**src/rtl/ienc.sv**
```systemverilog
// Instruction encoder: packs decoded RV32I fields into a 32-bit word and writes it
// to instruction memory at an auto-incrementing word address, with sticky error capture.
module ienc #(
  parameter int ADDR_W = 8
) (
  input  logic              clk,
  input  logic              rst_n,
  input  logic              restart,
  input  logic              in_valid,
  output logic              in_ready,
  input  logic [2:0]        fmt,
  input  logic [6:0]        cmd_op,
  input  logic [2:0]        func3,
  input  logic [6:0]        func7,
  input  logic [4:0]        rd,
  input  logic [4:0]        rs1,
  input  logic [4:0]        rs2,
  input  logic [31:0]       imm,
  output logic              mem_we,
  input  logic              mem_ready,
  output logic [ADDR_W-1:0] mem_addr,
  output logic [31:0]       mem_wdata,
  output logic              wrapped,
  output logic              err,
  output logic [1:0]        err_code
);

  localparam logic [2:0] FMT_R = 3'd0;
  localparam logic [2:0] FMT_I = 3'd1;
  localparam logic [2:0] FMT_S = 3'd2;
  localparam logic [2:0] FMT_B = 3'd3;
  localparam logic [2:0] FMT_U = 3'd4;
  localparam logic [2:0] FMT_J = 3'd5;

  localparam logic [1:0] CODE_OK    = 2'd0;
  localparam logic [1:0] CODE_FMT   = 2'd1;
  localparam logic [1:0] CODE_RANGE = 2'd2;
  localparam logic [1:0] CODE_ALIGN = 2'd3;

  logic [31:0]       packed_word;
  logic [1:0]        chk_code;
  logic              accept;
  logic [ADDR_W-1:0] cnt;
  logic [ADDR_W-1:0] cnt_base;
  logic              wrapped_base;
  logic              err_base;
  logic [1:0]        code_base;

  // Handshake: a field set transfers on any rising edge where in_valid & in_ready;
  // mem_we is held with stable addr/data until the edge where mem_ready is also 1.
  assign in_ready = !mem_we || mem_ready;
  assign accept   = in_valid && in_ready;

  always_comb begin
    packed_word = '0;
    case (fmt)
      FMT_R:   packed_word = {func7, rs2, rs1, func3, rd, cmd_op};
      FMT_I:   packed_word = {imm[11:0], rs1, func3, rd, cmd_op};
      FMT_S:   packed_word = {imm[11:5], rs2, rs1, func3, imm[4:0], cmd_op};
      FMT_B:   packed_word = {imm[12], imm[10:5], rs2, rs1, func3, imm[4:1], imm[11], cmd_op};
      FMT_U:   packed_word = {imm[31:12], rd, cmd_op};
      FMT_J:   packed_word = {imm[20], imm[10:1], imm[11], imm[19:12], rd, cmd_op};
      default: packed_word = '0;
    endcase
  end

  // Range is checked before alignment so an odd out-of-range offset reports range.
  always_comb begin
    chk_code = CODE_OK;
    case (fmt)
      FMT_R: chk_code = CODE_OK;
      FMT_I, FMT_S: begin
        if (!((&imm[31:11]) || !(|imm[31:11]))) chk_code = CODE_RANGE;
      end
      FMT_B: begin
        if (!((&imm[31:12]) || !(|imm[31:12]))) chk_code = CODE_RANGE;
        else if (imm[0])                        chk_code = CODE_ALIGN;
      end
      FMT_U: begin
        if (|imm[11:0]) chk_code = CODE_RANGE;
      end
      FMT_J: begin
        if (!((&imm[31:20]) || !(|imm[31:20]))) chk_code = CODE_RANGE;
        else if (imm[0])                        chk_code = CODE_ALIGN;
      end
      default: chk_code = CODE_FMT;
    endcase
  end

  // Restart takes effect before a same-cycle accept is recorded.
  always_comb begin
    cnt_base     = restart ? '0    : cnt;
    wrapped_base = restart ? 1'b0  : wrapped;
    err_base     = restart ? 1'b0  : err;
    code_base    = restart ? 2'd0  : err_code;
  end

  always_ff @(posedge clk or negedge rst_n) begin
    if (!rst_n) begin
      mem_we    <= 1'b0;
      mem_addr  <= '0;
      mem_wdata <= '0;
      cnt       <= '0;
      wrapped   <= 1'b0;
      err       <= 1'b0;
      err_code  <= 2'd0;
    end else begin
      cnt      <= cnt_base;
      wrapped  <= wrapped_base;
      err      <= err_base;
      err_code <= code_base;
      if (mem_we && mem_ready) mem_we <= 1'b0;
      if (accept) begin
        if (chk_code == CODE_OK) begin
          mem_we    <= 1'b1;
          mem_addr  <= cnt_base;
          mem_wdata <= packed_word;
          cnt       <= cnt_base + ADDR_W'(1);
          if (&cnt_base) wrapped <= 1'b1;
        end else begin
          err <= 1'b1;
          if (!err_base) err_code <= chk_code;
        end
      end
    end
  end

endmodule

```
**config.mk**
```make
export PLATFORM = sky130hd
export DESIGN_NAME = ienc
export DESIGN_NICKNAME = d
export VERILOG_FILES = /design/src/rtl/ienc.sv
export SDC_FILE = /design/constraint.sdc
export NUM_CORES = 1
export LEC_CHECK = 0
export ABC_AREA = 0
export BUFFER_PORTS_ARGS = -buffer_cell sky130_fd_sc_hd__buf_2
export CAP_MARGIN = 30
export CORE_MARGIN = 8
export CORE_UTILIZATION = 40
export CTS_BUF_LIST = sky130_fd_sc_hd__clkbuf_2 sky130_fd_sc_hd__clkbuf_4 sky130_fd_sc_hd__clkbuf_8
export DETAILED_ROUTE_END_ITERATION = 16
export MAX_ROUTING_LAYER = met4
export PLACE_DENSITY = 0.77
export REMOVE_ABC_BUFFERS = 1
export SYNTH_ARGS = -nofsm -noshare
export SYNTH_HDL_FRONTEND = slang
export SYNTH_SLANG_ARGS = --single-unit
export TNS_END_PERCENT = 30
```
**constraint.sdc**
```tcl
create_clock -name clk -period 2.4 [get_ports clk]
set_input_delay 0.12 -clock clk [delete_from_list [all_inputs] [get_ports clk]]
set_output_delay 0.12 -clock clk [all_outputs]
set_load 0.02 [all_outputs]
```
==> results of run 1 <==
## sequential cells by signal, indices dropped and copies added, names as in the netlist
name,cells
err_code,2
mem_addr,8
cnt,8
mem_we,1
wrapped,1
err,1
mem_wdata,32
## layout by cell type, fill, tap and decap left out, types with 5 or more instances in the layout
master | netlist | routed
clkbuf_8 | 0 | 6
a22oi_1 | 18 | 18
nor4_1 | 9 | 9
o22ai_1 | 7 | 7
buf_4 | 1 | 10
o21ai_0 | 15 | 15
nor2b_1 | 9 | 9
nand2b_1 | 5 | 5
mux2i_1 | 11 | 11
nand3_1 | 10 | 10
a22o_1 | 9 | 9
nand4_1 | 6 | 6
inv_1 | 19 | 19
nand2_1 | 26 | 26
mux2_2 | 5 | 5
mux2_4 | 29 | 29
buf_2 | 0 | 117
nor2_1 | 8 | 8
dfrtp_1 | 53 | 53
## stage by stage
stage | instances | power (mW) | hold WS, ps
6_report | 506 | 2.678 | 36.62
3_5_place_dp | 496 | 2.155 | 289.4
3_3_place_gp | 496 | 2.130 | 272.7
4_1_cts | 505 | 2.706 | 31.52
5_1_grt | 506 | 2.817 | 26.38
2_1_floorplan | 269 | 1.753 | -175.6
## metal layers
metal | vias up | share of wire (%) | track usage (%)
li1 | 1269 | - | -
met3 | 13 | 5.9 | 2.971
met1 | 1276 | 41 | 19.74
met4 | 0 | 1.9 | 6.118
met2 | 98 | 51 | 29.13
met5 | - | 0 | -
## critical path, cell delays in order
cell and delay [ps]:
buf_2 120, nor4_1 290, nand3_1 230, nor2b_1 190, o31a_1 290, and2_0 210
nand2_4 100, buf_4 240, buf_4 220, mux2i_1 220
## worst max path at each step
stage	from	endpoint	slack (ps)
finish	imm[22]	mem_wdata[5]	400
global route	imm[30]	mem_wdata[6]	280
CTS	imm[30]	mem_wdata[5]	420
global placement	imm[30]	mem_wdata[6]	170
detailed placement	imm[30]	mem_wdata[5]	90
floorplan	imm[22]	mem_addr[5]	170
## power by group through the flow
stage	clock network [mW]	logic (mW)	registers, mW
after floorplan	0	0.366	1.39
after global placement	0	0.952	1.18
after detailed placement	0	0.971	1.18
after CTS	0.564	0.974	1.17
after global routing	0.591	1.03	1.20
final	0.548	0.961	1.17
## cells by family (layout without fill, tap and decap cells)
kind of cell	count (synthesis)	in the layout	synth area share (%)
buffers and inverters	34	156	5.074
muxes	45	45	19.84
adders and majority gates	1	1	0.4125
xor gates and xnor gates	5	5	1.444
DFF	53	53	43.73
and+or+nand+nor	89	89	15.97
AOI/OAI and AO/OA	57	57	13.53
other	0	1	0
## Yosys cell counts, types with 2 or more instances
cell type / number
mux2_2: 5
or2_2: 2
buf_6: 3
nand2b_1: 5
nor2_1: 8
and4_1: 2
mux2i_1: 11
xnor2_1: 4
nor2b_1: 9
nand2_1: 26
nor4_1: 9
a22o_1: 9
and2_1: 2
and3_1: 4
dfrtp_1: 53
inv_1: 19
o21ai_0: 15
a211oi_1: 2
and2_0: 2
mux2_4: 29
nand3_1: 10
a22oi_1: 18
o22ai_1: 7
nand4_1: 6
clkbuf_1: 10
## cell type report
cell class / instances / area, sq um
antenna: 1 / 2.502
fill: 701 / 3425
inverter: 19 / 71.32
clock inverter: 2 / 17.52
clock buffer: 6 / 82.58
timing repair buffer: 129 / 690.7
tap: 99 / 123.9
sequential: 53 / 1326
multi-input combinational: 197 / 1553
## repair_timing
| item | CTS | global route |
|---|---|---|
| endpoints found under the setup margin | 0 | 0 |
| hold buffers | 1 | 0 |
| hold endpoints to repair | 53 | 0 |
==> flow_summary.json, run 1 <==
{
  "synth_seq_area_share_pct": 43.73,
  "r2r_slack_ps": 660,
  "synth_edf_count": 0,
  "clock_skew_ps": 8.841,
  "period_share_pct": 83.16,
  "path_clk_slew_ps": 100,
  "max_cap_violations": 0,
  "start_kind": "primary input",
  "crit_type": "in -> reg",
  "finalSetupViolations": 0,
  "clkPwrFrac_pct": 20.5,
  "power.leakage_nw": 2.069,
  "synthToLayoutAreaGrowth_pct": 27.52,
  "coreArea_sq_um": 7292,
  "rsz0062_at_grt": "no",
  "synth_cells": 284,
  "p_sw_share_pct": 35.01,
  "drt_wl_total_um": 8849,
  "max_freq_mhz": 501.0,
  "drtPass1Iterations": 4,
  "synthTopCellsByArea": "dfrtp_1 44%, mux2_4 14%, a22oi_1 4.5%",
  "postSynth.asyncResetShare_pct": 100.0,
  "setup_ws_ps": 404.1,
  "drc": 0,
  "cts.repair.resized": 0,
  "insertion_delay_ps": 300,
  "htreeDepth": 2,
  "antenna_found_initial": 1,
  "dieWidth_um": 103.1,
  "grt_pass1_vias": 2820,
  "powerDensity_nw_per_um2": 692.3,
  "end_kind": "flop",
  "io_pins": 118,
  "hold-path-cell-count": 3,
  "grt_pass1_wl_um": 13810,
  "clockBufferDepth": 2,
  "track_usage_pct": 17.08,
  "yosysTopAreaCell": "dfrtp_1",
  "wire_per_inst_um": 17.49,
  "place_area_sq_um": 3755,
  "first_iter_violations": 173,
  "worstMarginPinSlew_ps": 656.1,
  "yosys_warnings": 0,
  "num_rows": 31,
  "p_comb_share_pct": 35.9,
  "cp_max_fo": 12,
  "slew_headroom_pct": 56.26,
  "cts_buffers": 5,
  "fin_util_pct": 53.04,
  "synth_area_sq_um": 3033,
  "peakVddDrop_mv": 0.3295,
  "clk_root_buffer_cell": "clkbuf_8",
  "postRouteAntennaNets": 0,
  "gp_congestion": 0.8670,
  "status": "complete, no violations",
  "vias": 2656,
  "synth-seq-cells": 53,
  "postCtsSetupBuffers": 0,
  "layout-drive-gt1-share_pct": 43.35,
  "p_int_mw": 1.740,
  "hold_violations": 0,
  "start_util_pct": 41.59,
  "cts_tree": "yes",
  "cts_sinks": 53,
  "timing.rr.end": "mem_wdata[5]",
  "synth_top_area_share_pct": 43.73,
  "crit_arrival_ps": 2230,
  "final_max_slew_viol_count": 0,
  "syn_area_per_cell_sq_um": 10.68,
  "dieArea_sq_um": 10620,
  "die_h_um": 103.1,
  "synth_flop_cell": "dfrtp_1",
  "nNetsFinal": 478,
  "grt_overflow_total": 0,
  "rr_worst_depth": 7,
  "io_buffer_count": 117,
  "hp-class": "in -> reg",
  "finalCriticalPeriod_ps": 1996,
  "final_area_sq_um": 3867,
  "synth_cell_type_count": 39,
  "fin_setup_tns_ps": 0,
  "viasPerCell": 5.249,
  "worstReg2RegStart": "mem_we",
  "seqPwrFrac_pct": 43.6,
  "grt_max_degree": 54,
  "post-dp-hpwl_um": 7077,
  "pre_cts_ws_ps": 93.99,
  "p_sw_mw": 0.9375,
  "whs_endpoint": "mem_wdata[0]",
  "hold_start": "cmd_op[0]",
  "critPathRequiredTime_ps": 2630
}
Power figures use the tool's default switching activity.
==> inputs of run 2 (changes only) <==
--- a/config.mk
+++ b/config.mk
@@ -5,7 +5,7 @@
 export SDC_FILE = /design/constraint.sdc
 export NUM_CORES = 1
 export LEC_CHECK = 0
-export ABC_AREA = 0
+export ABC_AREA = 1
 export BUFFER_PORTS_ARGS = -buffer_cell sky130_fd_sc_hd__buf_2
 export CAP_MARGIN = 30
 export CORE_MARGIN = 8
@@ -13,7 +13,7 @@
 export CTS_BUF_LIST = sky130_fd_sc_hd__clkbuf_2 sky130_fd_sc_hd__clkbuf_4 sky130_fd_sc_hd__clkbuf_8
 export DETAILED_ROUTE_END_ITERATION = 16
 export MAX_ROUTING_LAYER = met4
-export PLACE_DENSITY = 0.77
+export PLACE_DENSITY = 0.78
 export REMOVE_ABC_BUFFERS = 1
 export SYNTH_ARGS = -nofsm -noshare
 export SYNTH_HDL_FRONTEND = slang
==> constraint.sdc (replaced) <==
create_clock -name clk -period 1.75 [get_ports clk]
set_input_delay 0.0875 -clock clk [delete_from_list [all_inputs] [get_ports clk]]
set_output_delay 0.0875 -clock clk [all_outputs]
set_load 0.02 [all_outputs]
==> run 2 against run 1 <==
  * Synthesized area grew 6.4%
  * Final cell count grew 39%
  * Utilization is essentially flat
==> flow_summary.json, run 2 <==
{
  "setup_ws_ps": 312.0,
  "diodes": 0,
  "yosys_warnings": 0,
  "grt_max_degree": 54,
  "placed_cells": 695,
  "htreeDepth": 2,
  "hold_violations": 0,
  "crit_type": "reg -> reg",
  "end_kind": "flop",
  "start_util_pct": 41.56,
  "synth_cells": 470,
  "clk_root_buffer_cell": "clkbuf_8",
  "coreArea_sq_um": 7767,
  "slowest_stage": "dfrtp_1",
  "cp_max_fo": 4,
  "dieWidth_um": 105.8,
  "post-dp-hpwl_um": 8266,
  "cpMostUsedCell": "nand2_1",
  "power.leakage_nw": 2.328,
  "finalSetupViolations": 0,
  "cts_sinks": 53,
  "max_cap_violations": 0,
  "die_h_um": 105.8,
  "viasPerCell": 4.950,
  "grt_overflow_total": 0,
  "hp-class": "in -> reg",
  "grt_pass1_vias": 3616,
  "powerDensity_nw_per_um2": 815.2,
  "largest_registers": "mem_wdata: 32 flops, cnt: 8 flops, mem_addr: 8 flops",
  "postRouteAntennaNets": 0,
  "antenna_found_initial": 0,
  "critPathRequiredTime_ps": 1930,
  "max_freq_mhz": 695.4,
  "p_total_mw": 3.356,
  "period_share_pct": 82.17,
  "synth_top_area_share_pct": 41.09,
  "num_rows": 32,
  "fin_util_pct": 53.00,
  "status": "complete, no violations",
  "gp_congestion": 0.8861,
  "final_cell_mix": "201 x nand2_1, 117 x buf_2, 53 x dfrtp_1",
  "synth_seq_area_share_pct": 41.09,
  "fin_cells": 703,
  "rr_worst_depth": 9,
  "cts_tree": "yes",
  "first_iter_violations": 140,
  "grt_pass1_wl_um": 16890,
  "rsz0062_at_grt": "no",
  "cts_buffers": 5,
  "syn_area_per_cell_sq_um": 6.868,
  "path_clk_slew_ps": 90,
  "drtPass1Iterations": 5,
  "synth_edf_count": 0,
  "postSynth.asyncResetShare_pct": 100.0,
  "track_usage_pct": 18.57,
  "max_stage_delay_ps": 340,
  "drt_wl_total_um": 10040,
  "io_buffer_count": 117,
  "pre_cts_ws_ps": 3.546,
  "io_pins": 118,
  "drc": 0,
  "largest_reg_flops": 32,
  "worstMarginPinSlew_ps": 669.1,
  "dieArea_sq_um": 11200,
  "insertion_delay_ps": 300,
  "synth_flop_cell": "dfrtp_1",
  "finalCriticalPeriod_ps": 1438,
  "hold-path-cell-count": 3,
  "synthTopCellsByArea": "dfrtp_1 41%, nand2_1 23%, nor2_1 6.0%",
  "clockBufferDepth": 2,
  "peakVddDrop_mv": 0.3839,
  "synth_area_sq_um": 3228,
  "slew_headroom_pct": 55.40,
  "synthMostInstantiatedCell": "nand2_1",
  "start_kind": "flop",
  "r2r_slack_ps": 310,
  "vias": 3480,
  "crit_arrival_ps": 1620,
  "clock_skew_ps": 14.77,
  "synthToLayoutAreaGrowth_pct": 27.52,
  "synth_cell_type_count": 30,
  "yosys-top-cells-count": "201 x nand2_1, 53 x dfrtp_1, 52 x nor2_1, 34 x inv_1, 28 x o21ai_0",
  "layout-drive-gt1-share_pct": 27.95,
  "final_max_slew_viol_count": 0,
  "nNetsFinal": 674,
  "yosysTopAreaCell": "dfrtp_1",
  "synth-seq-cells": 53,
  "critical_path.cell_chain": "inv_1 > nor2_1 > ha_1 > nand4_1 > xor2_1 > nand3_1 > nand2_1 > nand2_1 > nand2_1",
  "regMostFlops": "mem_wdata",
  "mostFrequentLayoutCell": "nand2_1",
  "wire_per_inst_um": 14.27
}
## run 2: metrics by stage
step	setup TNS, ps	hold WS (ps)	instance area (sq um)
2_1_floorplan	-2842	-208.1	3151
3_5_place_dp	0	257.8	4016
6_report	0	37.86	4116
4_1_cts	0	33.43	4116
5_1_grt	0	55.53	4116
3_3_place_gp	0	239.4	4016
## run 2: kinds of logic (layout without fill, tap and decap cells)
group	Yosys count	after routing	share of synthesized area (%)
xor+xnor	3	3	0.8141
buf+inv	50	181	7.093
simple gates	315	315	41.47
fa+ha+maj	1	1	0.3875
compound gates	48	48	9.147
flops	53	53	41.09
## run 2: path summary, 6_finish.rpt
check | from | to
min in group asynchronous | rst_n | mem_wdata[7]
setup reg to reg | cnt[0] | cnt[6]
setup / recovery | cnt[0] | cnt[6]
max in group asynchronous | rst_n | err_code[1]
hold reg to reg | mem_wdata[7] | mem_wdata[7]
hold / removal | cmd_op[5] | mem_wdata[5]
## run 2: routing by layer
metal	GRT usage [%]	routed length, um	vias to the layer above
met5	-	0	-
met4	5.126	221	0
met3	3.228	439	17
met2	30.97	4906	113
met1	22.56	4468	1602
li1	-	-	1748
## run 2: final cells by class
class / count / area, sq um
clock buffers: 6 / 82.58
clock inverters: 1 / 7.507
fillers: 824 / 3651
inverters: 39 / 151.4
multi-input cells: 367 / 1673
flip-flops and latches: 53 / 1326
well taps: 102 / 127.6
repair buffers: 135 / 748.2
## run 2: what timing repair did
| item | CTS | global route |
|---|---|---|
| gates resized for setup | 0 | 0 |
| hold buffers | 1 | 0 |
| buffers inserted | 0 | 0 |
| hold endpoints to repair | 53 | 0 |
## run 2: report_power, final
part | internal (mW) | switching, mW | total [mW]
clock network | 0.314 | 0.389 | 0.702
registers | 1.42 | 0.111 | 1.53
logic | 0.398 | 0.726 | 1.12
## run 2: worst max-delay path, delay by kind of cell (launching register included)
kind	cells	cell delay [ps]
xor+xnor	1	160
fa+ha+maj	1	250
buf+inv	1	50
flops	1	340
simple gates	6	520
==> inputs of run 3 (changes only) <==
--- a/config.mk
+++ b/config.mk
@@ -13,7 +13,7 @@
 export CTS_BUF_LIST = sky130_fd_sc_hd__clkbuf_2 sky130_fd_sc_hd__clkbuf_4 sky130_fd_sc_hd__clkbuf_8
 export DETAILED_ROUTE_END_ITERATION = 16
 export MAX_ROUTING_LAYER = met4
-export PLACE_DENSITY = 0.78
+export PLACE_DENSITY = 0.76
 export REMOVE_ABC_BUFFERS = 1
 export SYNTH_ARGS = -nofsm -noshare
 export SYNTH_HDL_FRONTEND = slang
==> constraint.sdc (replaced) <==
create_clock -name clk -period 1.5 [get_ports clk]
set_input_delay 0.075 -clock clk [delete_from_list [all_inputs] [get_ports clk]]
set_output_delay 0.075 -clock clk [all_outputs]
set_load 0.02 [all_outputs]
==> run 3 against run 2 <==
  * Clock power increased by 62%
  * Global-route usage increased by 0.46 points
  * Critical path depth decreased by 1
  * Fmax increased by 4.3%
  * Sequential power rose by 16%
  * Via count increased by 5.6%
  * Critical endpoint is now cnt[7]
  * Sequential cell count unchanged
  * Register-to-register slack lost 190 ps
  * Sequential share of layout area decreased by 3.5 points
  * Power grew 30%
  * Setup slack got worse by 190 ps
  * Count of clock-buffer cells in the layout down 1
==> flow_summary.json, run 3 (synthesized netlist as in run 2, its figures left out) <==
{
  "coreArea_sq_um": 7767,
  "grt_pass1_wl_um": 17300,
  "finalCriticalPeriod_ps": 1379,
  "powerDensity_nw_per_um2": 944.1,
  "final_max_slew_viol_count": 0,
  "critical_path.cell_chain": "nand2_1 > nor3_1 > nand4_1 > xnor2_1 > nand3_1 > nand2_1 > nand2_1 > nand2_1",
  "slew_headroom_pct": 65.87,
  "path_clk_slew_ps": 100,
  "cpMostUsedCell": "nand2_1",
  "vias": 3675,
  "final_cell_mix": "198 x nand2_1, 117 x buf_2, 66 x buf_4",
  "cts_tree": "yes",
  "p_sw_mw": 1.477,
  "multi_input_area_sq_um": 1695,
  "placed_cells": 748,
  "p_int_mw": 2.890,
  "p_comb_share_pct": 33.1,
  "seqPwrFrac_pct": 40.8,
  "period_share_pct": 91.94,
  "clkPwrFrac_pct": 26.1,
  "nNetsFinal": 728,
  "wire_per_inst_um": 13.72,
  "htreeDepth": 2,
  "num_rows": 32,
  "grt_overflow_total": 0,
  "hold_violations": 0,
  "crit_type": "reg -> reg",
  "status": "complete, no violations",
  "grt_max_degree": 34,
  "fin_cells": 758,
  "worstMarginPinSlew_ps": 511.9,
  "io_pins": 118,
  "dieArea_sq_um": 11200,
  "postRouteAntennaNets": 0,
  "finalSetupViolations": 0,
  "drc": 0,
  "rsz0062_at_grt": "yes",
  "start_kind": "flop",
  "insertion_delay_ps": 300,
  "drtPass1Iterations": 5,
  "start_util_pct": 41.56,
  "antenna_found_initial": 0,
  "p_total_mw": 4.367,
  "crit_arrival_ps": 1580,
  "mostFrequentLayoutCell": "nand2_1",
  "max_freq_mhz": 725.1,
  "whs_ps": 18.01,
  "crit_family": "simple AND/OR/NAND/NOR gates",
  "clk_root_buffer_cell": "clkbuf_8",
  "cts_sinks": 53,
  "die_h_um": 105.8,
  "gp_congestion": 0.8806,
  "viasPerCell": 4.848,
  "end_kind": "flop",
  "synthToLayoutAreaGrowth_pct": 43.29,
  "layout-drive-gt1-share_pct": 35.21,
  "cp_max_fo": 4,
  "slowest_stage": "dfrtp_1",
  "diodes": 0,
  "largest_reg_flops": 32,
  "clock_skew_ps": 8.545,
  "critPathRequiredTime_ps": 1700,
  "dieWidth_um": 105.8,
  "fin_setup_tns_ps": 0,
  "setup_ws_ps": 121.0,
  "place_area_sq_um": 4452,
  "num-fill-cells": 769,
  "grt_pass1_vias": 3775,
  "p_sw_share_pct": 33.82,
  "post-dp-hpwl_um": 8597,
  "pre_cts_ws_ps": -216.2,
  "track_usage_pct": 19.02,
  "first_iter_violations": 155,
  "power.leakage_nw": 2.627,
  "clockBufferDepth": 2,
  "cts_buffers": 5,
  "largest_registers": "mem_wdata: 32 flops, cnt: 8 flops, mem_addr: 8 flops",
  "max_stage_delay_ps": 330,
  "max_cap_violations": 0,
  "peakVddDrop_mv": 0.4051,
  "fin_util_pct": 59.55,
  "drt_wl_total_um": 10400,
  "io_buffer_count": 117,
  "regMostFlops": "mem_wdata",
  "hp-class": "in -> reg",
  "final_area_sq_um": 4626,
  "critPathBufInv": 0,
  "regArea_sq_um": 1326
}
[run 3: path summary, 6_finish.rpt]
check / slack [ps] / endpoint / from / cells past startpoint
worst max-delay path: 120 / cnt[7] / cnt[1] / 8
worst min-delay path: 20 / mem_wdata[1] / cmd_op[1] / 3
worst max register to register: 120 / cnt[7] / cnt[1] / 8
worst min register to register: 480 / mem_addr[0] / mem_addr[0] / 2
max in group asynchronous: 680 / mem_wdata[29] / rst_n / 3
min in group asynchronous: 270 / mem_addr[0] / rst_n / 2
[run 3: tightest hold or removal path: stages]
cell	delay, ps
buf_2	90
nand2_1	50
o21ai_0	70
[run 3: cell type report]
class	instances	area share (%)
Clock inverter	3	1.407
Timing Repair Buffer	189	25.75
Clock buffer	5	1.488
Inverter	39	3.273
Multi-Input combinational cell	367	36.65
Tap cell	102	2.759
Sequential cell	53	28.67
[run 3: power groups by stage]
stage                     registers, mW  logic [mW]  clock network [mW]
after floorplan                    2.08       0.437                   0
after global placement             1.81        1.43                   0
after detailed placement           1.81        1.45                   0
after CTS                          1.78        1.46                1.16
after global routing               1.81        1.58                1.21
final                              1.78        1.44                1.14
[run 3: what timing repair did]
action                                  in CTS  in global routing
gates resized for setup                      0                  9
setup buffers                                0                  1
hold endpoints to repair                    20                  0
endpoints found under the setup margin       0                 23
hold buffers                                 1                  0
[run 3: per-layer routing]
metal / part of all wire [%] / up-vias / GRT usage (%)
met1: 44 / 1689 / 21.97
met4: 1.0 / 0 / 4.121
met5: 0 / - / -
met3: 5.2 / 8 / 3.410
met2: 50 / 119 / 33.51
li1: - / 1859 / -
